===== config.mk =====
export PLATFORM = sky130hd
export DESIGN_NAME = dual_diagonal_backsub
export DESIGN_NICKNAME = d
export VERILOG_FILES = /design/src/rtl/dual_diagonal_backsub.sv
export SDC_FILE = /design/constraint.sdc
export NUM_CORES = 1
export LEC_CHECK = 0
export BUFFER_PORTS_ARGS = -buffer_cell sky130_fd_sc_hd__buf_4
export CAP_MARGIN = 20
export CELL_PAD_IN_SITES_DETAIL_PLACEMENT = 0
export CELL_PAD_IN_SITES_GLOBAL_PLACEMENT = 1
export CORE_MARGIN = 2
export CORE_UTILIZATION = 36
export CTS_CLUSTER_SIZE = 28
export DETAILED_ROUTE_END_ITERATION = 8
export PLACE_DENSITY_LB_ADDON = 0.1
export SLEW_MARGIN = 20
export SYNTH_ARGS = -nofsm -noshare
export SYNTH_HDL_FRONTEND = slang
export SYNTH_SLANG_ARGS = --single-unit

===== constraint.sdc =====
create_clock -name i_clock -period 2.8 [get_ports i_clock]
set_input_delay 0 -clock i_clock [delete_from_list [all_inputs] [get_ports i_clock]]
set_output_delay 0 -clock i_clock [all_outputs]
set_load 0.05 [all_outputs]

===== src/rtl/dual_diagonal_backsub.sv =====
// Staircase back-substitution: each output is the running XOR of the frame's inputs so far.
// Optional input register stage enabled by defining DUAL_DIAG_BACKSUB_IN_REG_EN.
module dual_diagonal_backsub #(
  parameter int unsigned WIDTH     = 16,
  parameter int unsigned NUM_WORDS = 8
) (
  input  logic             i_clock,
  input  logic             i_reset_n,
  input  logic [WIDTH-1:0] i_in_data,
  input  logic             i_in_valid,
  output logic [WIDTH-1:0] o_out_data,
  output logic             o_out_valid
);

  localparam int unsigned CntW = $clog2(NUM_WORDS);
  localparam logic [CntW-1:0] LastCnt = CntW'(NUM_WORDS - 1);

  logic [WIDTH-1:0] stage_data;
  logic             stage_valid;
  logic [WIDTH-1:0] acc_q;
  logic [CntW-1:0]  cnt_q;
  logic [CntW-1:0]  cnt_d;
  logic [WIDTH-1:0] result;

`ifdef DUAL_DIAG_BACKSUB_IN_REG_EN
  logic [WIDTH-1:0] in_data_q;
  logic             in_valid_q;

  always_ff @(posedge i_clock or negedge i_reset_n) begin
    if (!i_reset_n) begin
      in_data_q  <= '0;
      in_valid_q <= 1'b0;
    end else begin
      in_data_q  <= i_in_data;
      in_valid_q <= i_in_valid;
    end
  end

  assign stage_data  = in_data_q;
  assign stage_valid = in_valid_q;
`else
  assign stage_data  = i_in_data;
  assign stage_valid = i_in_valid;
`endif

  // Word 0 of a frame ignores the accumulator, so frames never leak into each other.
  always_comb begin
    result = stage_data;
    if (cnt_q != '0) begin
      result = stage_data ^ acc_q;
    end
  end

  always_comb begin
    cnt_d = cnt_q + CntW'(1);
    if (cnt_q == LastCnt) begin
      cnt_d = '0;
    end
  end

  always_ff @(posedge i_clock or negedge i_reset_n) begin
    if (!i_reset_n) begin
      acc_q       <= '0;
      cnt_q       <= '0;
      o_out_data  <= '0;
      o_out_valid <= 1'b0;
    end else begin
      o_out_valid <= stage_valid;
      if (stage_valid) begin
        acc_q      <= result;
        cnt_q      <= cnt_d;
        o_out_data <= result;
      end
    end
  end

endmodule


---- After elaboration in Yosys (flattened, before gate mapping) ----
Cells that the tools add are included.
word-level totals
  register bits after elaboration ......... 20
  latch bits .............................. 0
  bits in writable memories ............... 0
  memory bits (read-only) ................. 0
  bits of input ports ..................... 19
  output and inout port bits .............. 17
  logic and storage cells ................. 9
  memories ................................ 0
cells by class
  add/subtract/negate cells ............... 1
  multipliers ............................. 0
  divide/modulo/power cells ............... 0
  magnitude comparators ................... 0
  equality and inequality tests ........... 1
  shift-type cells ........................ 0
  muxes and demuxes ....................... 2
  bitwise gates (word level) .............. 1
  reductions and logical operators ........ 1
operators with widths
  cell                                          number
  2-to-1 mux 16 bit                             1
  bitwise XOR 16 bit                            1
  adder 3 x 1 -> 3 bit (second input constant)  1
  equality test 3 bit (second input constant)   1
  2-to-1 mux 3 bit                              1
  nonzero test 3 bit                            1

---- Depth between registers and ports, before layout ----
Gate-level depths: netlist of run 1.
  depth after elaboration ................. 2
  gate-level depth with buffers ........... 7
  gate-level depth less buffers ........... 5

---- Least setup slack after synthesis of run 1 ----
No wires, ideal clock.
  path kind ............................... register -> register
  start ................................... reg cnt_q[0]
  end ..................................... reg acc_q[0]
  library setup time ...................... 0.137 ns
  data arrival time ....................... 1.170 ns
  data required time ...................... 2.663 ns
  slack ................................... 1.493 ns
  stages on the path, launching flop included .. 8
  path buffers ............................ 2
  period minus slack after synthesis ...... 1.307 ns
  path through ............................ dfrtp_1 > inv_1 > ha_1 > nand2b_4 > buf_12 > buf_12 > mux2i_1 > a21oi_1
between the ends
  cells in the longest elaborated chain, start to end .. 2
ends and longest elaborated chain
  item                      RTL line  text
  start: declaration        21        logic [CntW-1:0] cnt_q;
  start signal: assignment  71        cnt_q <= cnt_d;
  nonzero test 3 bit        49        if (cnt_q != '0) begin
  2-to-1 mux 16 bit         49
  end signal: assignment    70        acc_q <= result;
  end: declaration          20        logic [WIDTH-1:0] acc_q;
Every way passes these cells.
A chain may end at the register's enable or synchronous reset.

---- Worst setup path in the final report of run 1 ----
  start ................................... reg cnt_q[0]
  end ..................................... reg acc_q[13]
Same word-level chain as after synthesis.

==> out/results.ini, run 1 <==
[status]
outcome=finished, final reports clean

[global_route]
overflow=0
grt_pass1_wl_microns=3730
track_usage_pct=14.5
grt_pass1_vias=870
antenna_found_initial=0
grt_max_degree=39

[place]
dp_hpwl_microns=1360
routabilityCongestion=0.606
portBuffers=35

[setup_path]
rr_startpoint=cnt_q[0]$_DFFE_PN0P_
r2r-end=acc_q[13]$_DFFE_PN0P_
cp.required_ns=2.98
ff2ff_path_depth=5
worst_path_largest_cell_delay_ns=0.38
crit_family=flip-flops
path_depth=5
critPathKind=flop to flop
crit_buf_inv=1
cp-start-kind=flop
path_max_fanout=16
worstPathArrival_ns=1.55
worstPathCellList=inv_1 -> ha_1 -> nand2b_4 -> mux2i_1 -> a21oi_1
crit_path_end_kind=flop
r2r_setup_slack_ns=1.43
slowest_stage=dfrtp_1

[route]
routed_wl_microns=2170
wire_per_inst_microns=11.8
drc=0
drt_iter0_drc=41
dr.pass1.iters=4
antenna_left=0
vias_per_cell=4.84
vias=890

[cts]
htreeDepth=1
clock-sinks=20
cts_tree=yes
insertion_delay_ns=0.30
clk_pin_slew_worst_paths_ns=0.12
cts_buffer_depth=2
post_cts.repair.setup_buffers=0
root_buffer=clkbuf_4
cts_buffers=3

[logic_synthesis]
synth_top_family_by_area=multiplexers
netlist_instances=102
synth.area.top_cells=dfrtp_1, a21oi_1, mux2i_1
muxShareOfSynthArea_pct=16.6
syn_area_sq_um=1030
synth_compound_gate_area_share_pct=16.5
synth_top_cell_by_area=dfrtp_1
synth_warnings=0
synth_fp_nets=124
synth_seq_area_share_pct=48.5
synth_top_area_share_pct=48.5
yosys.area_share.xor_xnor_pct=0
synth_fa_ha_area_share_pct=3.64
synth-simple-area-share_pct=8.25
synth_seq_cells=20
synth_cell_types=13
synth.avg_cell_area_sq_um=10.1

[min_path]
hold_class=input port to async pin

[floorplan]
die-area_sq_um=3310
die_x_microns=57.5
fp-row-count=19
start_util_pct=37.7
design.portCount=36
die_h_microns=57.5
coreArea_sq_um=2730

[sta]
final.setup.tns_ns=0
finalClockSkew_ns=0.00115
relSlewSlack_pct=76.0
rsz0062_at_grt=no
hold_violations=0
layout_min_cycle_time_ns=1.37
fmax_mhz=730
drv_slew=0
fin_crit_sh_pct=49.0
setup_violations=0
tightest_slew_ns=0.359

[cells_and_area]
final_util_pct=54.5
final_nets=176
drive_gt1_share_pct=26.8
syn_to_final_growth_pct=44.5
diodes=0

[power_and_ir_drop]
ir_drop_mv=0.672
cellLeakagePower_nw=0.773
p_per_area_nw_per_um2=1090

[job]
cap_violations=0

## layout make-up
cell class,count,area [sq um]
tap,31,38.8
inverter,2,7.51
multi-input combinational,74,464
fill,249,1240
timing repair buffer,53,443
clock buffer,4,36.3
sequential,20,500
## per-layer routing
metal / wire, microns / vias to the layer above / GRT usage, %
met5: 0 / - / 0
met4: 17 / 0 / 6.98
met3: 95 / 2 / 2.04
met2: 1070 / 19 / 25.3
met1: 987 / 415 / 17.5
li1: - / 454 / -
## worst max path at each step
stage,start,endpoint
after floorplan,cnt_q[0]$_DFFE_PN0P_,acc_q[0]$_DFFE_PN0P_
after global placement,cnt_q[0]$_DFFE_PN0P_,acc_q[5]$_DFFE_PN0P_
after detailed placement,cnt_q[0]$_DFFE_PN0P_,acc_q[9]$_DFFE_PN0P_
after CTS,cnt_q[0]$_DFFE_PN0P_,acc_q[9]$_DFFE_PN0P_
after global routing,cnt_q[0]$_DFFE_PN0P_,acc_q[8]$_DFFE_PN0P_
final,cnt_q[0]$_DFFE_PN0P_,acc_q[13]$_DFFE_PN0P_
## worst reg2reg max path, cell delays in order, from the launching register on
cell and delay (ns):
dfrtp_1 0.38, inv_1 0.06, ha_1 0.22, nand2b_4 0.26, mux2i_1 0.25, a21oi_1 0.08
## sequential cells by signal (all words and copies together), names as in the netlist
| name | cells |
|---|---|
| cnt_q | 3 |
| o_out_valid | 1 |
| acc_q | 16 |
## synthesized netlist by cell type
cell and instances:
dfrtp_1 20, o21ai_0 2, clkbuf_1 1, mux2_2 1, buf_2 3, nand2b_4 1, a21oi_1 32, nand2_1 18
ha_1 3, buf_12 2, nor2_1 1, mux2i_1 16, inv_1 2
## power by group
group,internal (mW),switching (mW)
clock network,0.0793,0.0909
logic,0.336,0.610
registers,0.415,0.0960
## stage by stage
stage	instance area (sq um)	power (mW)	instances	hold slack [ns]	worst slack [ns]
floorplan	1030	1.24	102	-0.296	1.49
global placement	1270	1.43	162	-0.0980	1.46
detailed placement	1270	1.45	162	-0.0989	1.44
CTS	1490	1.65	184	0.102	1.42
global route	1490	1.74	184	0.112	1.32
finish	1490	1.63	184	0.106	1.43
## cell families (layout without fill, tap and decap cells)
group           Yosys count  after routing
compound gates           34             34
fa+ha+maj                 3              3
buf+inv                   8             59
flops                    20             20
mux                      17             17
simple gates             20             20
## cell usage in the layout (no fill, tap or decap), drive strengths merged
cell	instances
clkbuf	4
nand2	18
ha	3
a21oi	32
mux2	1
o21ai	2
dlygate4sd3	18
buf	35
dfrtp	20
inv	2
nor2	1
mux2i	16
nand2b	1
## timing repair
| action | 4_1_cts | 5_1_grt |
|---|---|---|
| hold endpoints to repair | 37 | 0 |
| hold buffers | 18 | 0 |
| resized for setup | 0 | 0 |
No activity file was read; power rests on OpenSTA's default activity.
==> run 2, diff against run 1 <==
--- a/config.mk
+++ b/config.mk
@@ -10,7 +10,7 @@
 export CELL_PAD_IN_SITES_DETAIL_PLACEMENT = 0
 export CELL_PAD_IN_SITES_GLOBAL_PLACEMENT = 1
 export CORE_MARGIN = 2
-export CORE_UTILIZATION = 36
+export CORE_UTILIZATION = 32
 export CTS_CLUSTER_SIZE = 28
 export DETAILED_ROUTE_END_ITERATION = 8
 export PLACE_DENSITY_LB_ADDON = 0.1
==> constraint.sdc (replaced) <==
create_clock -name i_clock -period 1.1 [get_ports i_clock]
set_input_delay 0 -clock i_clock [delete_from_list [all_inputs] [get_ports i_clock]]
set_output_delay 0 -clock i_clock [all_outputs]
set_load 0.05 [all_outputs]
==> out/results.ini, run 2 (synthesis gave the netlist of run 1 again) <==
[status]
outcome=complete, but fails checks
failed_checks=setup timing

[power_and_ir_drop]
switching_share_pct=48.6  ; -0.33 points
ir_drop_mv=0.971  ; +45%
clkPwrFrac_pct=8.3  ; -2.2 points
p_seq_share_pct=30.6  ; -0.8 points
cellLeakagePower_nw=0.786  ; +1.7%
p_int_mw=2.19  ; +160%
combPwrFrac_pct=61.1  ; +3.0 points
finalPower_mw=4.27  ; +160%
p_per_area_nw_per_um2=2740  ; +150%
switchingPower_mw=2.08  ; +160%

[route]
routed_wl_microns=2200  ; +1.6%
drt_iter0_drc=17  ; -59%
vias_per_cell=4.54  ; -6.1%
dr.pass1.iters=4  ; unchanged
antenna_left=0  ; unchanged
vias=908  ; +2.0%
wire_per_inst_microns=11.0  ; -6.6%
drc=0  ; unchanged

[global_route]
gr-usage-met3_pct=1.92  ; -0.12 points
antenna_found_initial=0  ; unchanged
track_usage_pct=12.8  ; -1.8 points
grt_busiest_layer=met2
met2_usage_pct=20.7  ; -4.6 points
grt_pass1_vias=816  ; -6.2%
overflow=0  ; unchanged
grt_pass1_wl_microns=3520  ; -5.7%
met1_usage_pct=16.8  ; -0.69 points
grt_max_degree=21  ; -46%

[sta]
fmax_mhz=810  ; +11%
setup_violations=17  ; +17
finalClockSkew_ns=0.00838  ; +0.00723 ns
hold_violations=0  ; unchanged
relSlewSlack_pct=81.8  ; +5.7 points
tightest_slew_ns=0.274  ; -0.0858 ns
worst_hold_slack_ns=0.0192  ; -0.0865 ns
setup_ws_ns=-0.134  ; -1.56 ns
rsz0062_at_grt=yes
layout_min_cycle_time_ns=1.23  ; -0.137 ns
fin_crit_sh_pct=112  ; +63 points
drv_slew=0  ; unchanged

[floorplan]
die-area_sq_um=3690  ; +12%
coreArea_sq_um=3050  ; +12%
design.portCount=36  ; unchanged
fp-row-count=20  ; +1
die_x_microns=60.8  ; +5.6%
die_h_microns=60.8  ; +5.6%
start_util_pct=33.8  ; -3.9 points

[job]
cap_violations=0  ; unchanged

[cts]
clk_pin_slew_worst_paths_ns=0.12  ; about the same
clock-sinks=20  ; unchanged
root_buffer=clkbuf_4
cts_buffers=3  ; unchanged
htreeDepth=1  ; unchanged
insertion_delay_ns=0.30  ; about the same
cts_buffer_depth=2  ; unchanged
cts_tree=yes

[setup_path]
worstPathArrival_ns=1.42  ; -0.13 ns
rr_startpoint=cnt_q[0]$_DFFE_PN0P_
crit_path_end_kind=flop
cp-start-kind=flop
path_max_fanout=7  ; -9
cp.required_ns=1.29  ; -1.69 ns
crit_path_start=cnt_q[0]$_DFFE_PN0P_
critPathKind=flop to flop

[cells_and_area]
register_area_sq_um=500  ; unchanged
fill_cells=297  ; +19%
diodes=0  ; unchanged
largest_reg_flops=16  ; unchanged
syn_to_final_growth_pct=51.2
largest-register=acc_q
layout_common_cells=buf_4, a21oi_1, dfrtp_1, nand2_1, dlygate4sd3_1
drive_gt1_share_pct=32.1  ; +5.3 points
final_common_cell=buf_4
largest_registers=acc_q x16, cnt_q x3, o_out_valid x1
multiInputGateArea_sq_um=483  ; +4.0%
final_nets=180  ; +2.3%

[place]
routabilityCongestion=0.642  ; +6.0%
portBuffers=35  ; unchanged
dp_hpwl_microns=1450  ; +6.9%

[min_path]
min-delay-start=i_in_valid
hold_class=input port to flop

==> run 2: cell count changes in the layout (fill, tap and decap cells not counted), moves of 2 or more <==
cell | previous run | this run
inv_2 | 0 | 2
ha_1 | 3 | 1
buf_6 | 0 | 2
buf_4 | 35 | 37
inv_1 | 2 | 0
==> run 2: power by group through the flow <==
stage          clock network, mW  registers [mW]  logic (mW)
2_1_floorplan                  0            2.25       0.902
3_3_place_gp                   0            1.30        2.37
3_5_place_dp                   0            1.32        2.40
4_1_cts                    0.372            1.31        2.62
5_1_grt                    0.406            1.35        2.81
6_report                   0.355            1.31        2.61
==> run 2: path summary, 6_finish.rpt <==
path                                              end  slack [ns]  cells after the start
max in group asynchronous       acc_q[13]$_DFFE_PN0P_        0.77                      2
min in group asynchronous       o_out_valid$_DFF_PN0_        0.10                      2
worst min-delay path             acc_q[7]$_DFFE_PN0P_        0.02                      2
worst max register to register   acc_q[4]$_DFFE_PN0P_       -0.13                      6
worst max-delay path             acc_q[4]$_DFFE_PN0P_       -0.13                      6
worst min register to register   acc_q[9]$_DFFE_PN0P_        0.56                      2
==> run 2: area by class of cell <==
type                            instances  area share [%]
Timing Repair Buffer                   57            31.5
Sequential cell                        20            32.1
Multi-Input combinational cell         74            31.0
Inverter                                2           0.482
Tap cell                               44            3.53
Clock buffer                            3            1.44
==> run 2: what timing repair did <==
| item | CTS | global route |
|---|---|---|
| pin swaps | 4 | 11 |
| hold endpoints to repair | 35 | 1 |
| setup buffers | 3 | 0 |
| setup endpoints to repair | 18 | 18 |
| resized for setup | 5 | 2 |
| hold buffers | 16 | 1 |
==> run 2: critical path, cell delays in order, from the launching register on <==
cell and delay, ns:
dfrtp_1 0.40, inv_2 0.06, ha_4 0.16, nand2b_4 0.09, buf_12 0.13, mux2i_1 0.19
a21oi_1 0.08
==> run 2: per-stage QoR <==
step	std cells	util, %	cell area (sq um)	setup WS (ns)	TNS, ns
4_1_cts	199	50.6	1550	-0.132	-1.88
2_1_floorplan	102	-	1030	-0.171	-1.95
6_report	200	51.1	1560	-0.134	-1.85
3_5_place_dp	177	42.8	1310	-0.208	-3.20
3_3_place_gp	177	42.8	1310	-0.180	-2.78
5_1_grt	200	51.1	1560	-0.216	-3.21
==> run 2: layer usage <==
metal	routed length [microns]	up-vias	part of all wire [%]
li1	-	468	-
met1	1030	414	47
met2	1050	22	48
met3	84	4	3.8
met4	28	0	1.3
met5	0	-	0
==> run 3, diff against run 2 <==
--- a/config.mk
+++ b/config.mk
@@ -10,7 +10,7 @@
 export CELL_PAD_IN_SITES_DETAIL_PLACEMENT = 0
 export CELL_PAD_IN_SITES_GLOBAL_PLACEMENT = 1
 export CORE_MARGIN = 2
-export CORE_UTILIZATION = 32
+export CORE_UTILIZATION = 36
 export CTS_CLUSTER_SIZE = 28
 export DETAILED_ROUTE_END_ITERATION = 8
 export PLACE_DENSITY_LB_ADDON = 0.1
==> constraint.sdc (replaced) <==
create_clock -name i_clock -period 1.2 [get_ports i_clock]
set_input_delay 0 -clock i_clock [delete_from_list [all_inputs] [get_ports i_clock]]
set_output_delay 0 -clock i_clock [all_outputs]
set_load 0.05 [all_outputs]
==> out/results.ini, run 3 (synthesis gave the netlist of run 1 again) <==
[status]
outcome=complete, but fails checks
failed_checks=setup timing

[place]
portBuffers=35  ; unchanged
routabilityCongestion=0.643  ; +0.14%
dp_hpwl_microns=1370  ; -5.6%

[route]
vias=906  ; -0.22%
dr.pass1.iters=4  ; unchanged
vias_per_cell=4.82  ; +6.1%
drc=0  ; unchanged
antenna_left=0  ; unchanged
routed_wl_microns=2210  ; +0.36%
wire_per_inst_microns=11.8  ; +6.8%
drt_iter0_drc=30  ; +13

[cells_and_area]
largest_reg_flops=16  ; unchanged
final_common_cell=buf_4
syn_to_final_growth_pct=51.7
final_nets=181  ; +0.56%
largest-register=acc_q
drive_gt1_share_pct=29.9  ; -2.1 points
diodes=0  ; unchanged
largest_registers=acc_q x16, cnt_q x3, o_out_valid x1
layout_common_cells=buf_4, a21oi_1, dfrtp_1, nand2_1, dlygate4sd3_1

[global_route]
grt_max_degree=25  ; +19%
grt_pass1_vias=813  ; -0.37%
overflow=0  ; unchanged
grt_pass1_wl_microns=3550  ; +0.77%
track_usage_pct=13.9  ; +1.2 points
antenna_found_initial=0  ; unchanged

[cts]
root_buffer=clkbuf_4
cts_buffer_depth=2  ; unchanged
insertion_delay_ns=0.30  ; about the same
htreeDepth=1  ; unchanged
clk_pin_slew_worst_paths_ns=0.12  ; about the same
cts_tree=yes
clock-sinks=20  ; unchanged
cts_buffers=3  ; unchanged

[sta]
rsz0062_at_grt=yes
hold_violations=0  ; unchanged
tightest_slew_ns=0.271  ; -0.00241 ns
fmax_mhz=790  ; -2.5%
fin_crit_sh_pct=105  ; -6.7 points
relSlewSlack_pct=81.9  ; +0.16 points
setup_violations=17  ; unchanged
setup_ws_ns=-0.0655  ; +0.0685 ns
drv_slew=0  ; unchanged
worst_hold_slack_ns=0.107  ; +0.0878 ns
final.setup.tns_ns=-0.628  ; +1.22 ns
finalClockSkew_ns=0.00446  ; -0.00392 ns
layout_min_cycle_time_ns=1.27  ; +0.0315 ns

[setup_path]
cp-start-kind=flop
path_max_fanout=5  ; -2
crit_family=flip-flops
slowest_stage=dfrtp_1
cp.required_ns=1.38  ; +0.09 ns
worst_path_largest_cell_delay_ns=0.37  ; -0.03 ns
worstPathArrival_ns=1.45  ; +0.03 ns
crit_buf_inv=2  ; unchanged
crit_path_end_kind=flop
critPathKind=flop to flop
worstPathCellList=inv_1 -> ha_4 -> nand2b_4 -> clkbuf_16 -> mux2i_1 -> a21oi_1

[power_and_ir_drop]
switchingPower_mw=1.92  ; -7.7%
switching_share_pct=48.3  ; -0.38 points
p_int_mw=2.06  ; -6.3%
ir_drop_mv=1.70  ; +75%
p_per_area_nw_per_um2=2540  ; -7.3%
p_seq_share_pct=30.0  ; -0.6 points
clkPwrFrac_pct=8.1  ; -0.2 points
cellLeakagePower_nw=0.805  ; +2.5%
combPwrFrac_pct=61.9  ; +0.8 points
finalPower_mw=3.97  ; -7.0%

[floorplan]
start_util_pct=37.7  ; +3.9 points
fp-row-count=19  ; -5.0%
die_h_microns=57.5  ; -5.3%
design.portCount=36  ; unchanged
coreArea_sq_um=2730  ; -10%
die_x_microns=57.5  ; -5.3%
die-area_sq_um=3310  ; -10%

[job]
cap_violations=0  ; unchanged

[min_path]
hold_class=input port to async pin

==> run 3: layer usage <==
metal	vias to the layer above	wire [microns]	GRT usage, %
met3	2	112	2.27
met5	-	0	0
met2	26	1050	22.9
met4	0	22	5.98
met1	415	1020	18.1
li1	463	-	-
==> run 3: power groups by stage <==
stage	Sequential (mW)	Combinational (mW)	Clock [mW]
floorplan	2.07	0.828	0
global placement	1.19	2.16	0
detailed placement	1.20	2.19	0
CTS	1.19	2.34	0.331
global route	1.24	2.62	0.364
finish	1.19	2.46	0.323
==> run 3: area by class of cell <==
| class | count | area [sq um] |
|---|---|---|
| flip-flops and latches | 20 | 500 |
| repair buffers | 58 | 518 |
| fillers | 243 | 1170 |
| well taps | 31 | 38.8 |
| inverters | 2 | 7.51 |
| multi-input cells | 74 | 477 |
| clock buffers | 3 | 22.5 |
==> run 3: metrics by stage <==
stage / std cells / setup WS [ns] / cell area [sq um] / utilization [%]
global placement: 163 / -0.0812 / 1280 / 47.0
finish: 188 / -0.0655 / 1560 / 57.2
global route: 188 / -0.125 / 1560 / 57.2
CTS: 187 / -0.0459 / 1520 / 55.7
detailed placement: 163 / -0.101 / 1280 / 47.0
floorplan: 102 / -0.0709 / 1030 / -
==> run 3: path summary, 6_finish.rpt <==
check	start	to	slack [ns]	cells past startpoint
max in group asynchronous	i_reset_n	acc_q[12]$_DFFE_PN0P_	0.87	2
max	cnt_q[1]$_DFFE_PN0P_	acc_q[0]$_DFFE_PN0P_	-0.07	6
min reg2reg	acc_q[13]$_DFFE_PN0P_	acc_q[13]$_DFFE_PN0P_	0.56	2
min	i_reset_n	cnt_q[0]$_DFFE_PN0P_	0.11	2
min in group i_clock	i_in_valid	o_out_valid$_DFF_PN0_	0.51	2
max reg2reg	cnt_q[1]$_DFFE_PN0P_	acc_q[0]$_DFFE_PN0P_	-0.07	6
==> run 3: timing repair <==
action | in CTS | in global routing
buffers inserted | 3 | 0
pin swaps | 0 | 10
endpoints found under the setup margin | 17 | 17
endpoints found under the hold margin | 37 | 0
gates resized for setup | 0 | 4
cloned | 0 | 1
hold buffers | 18 | 0
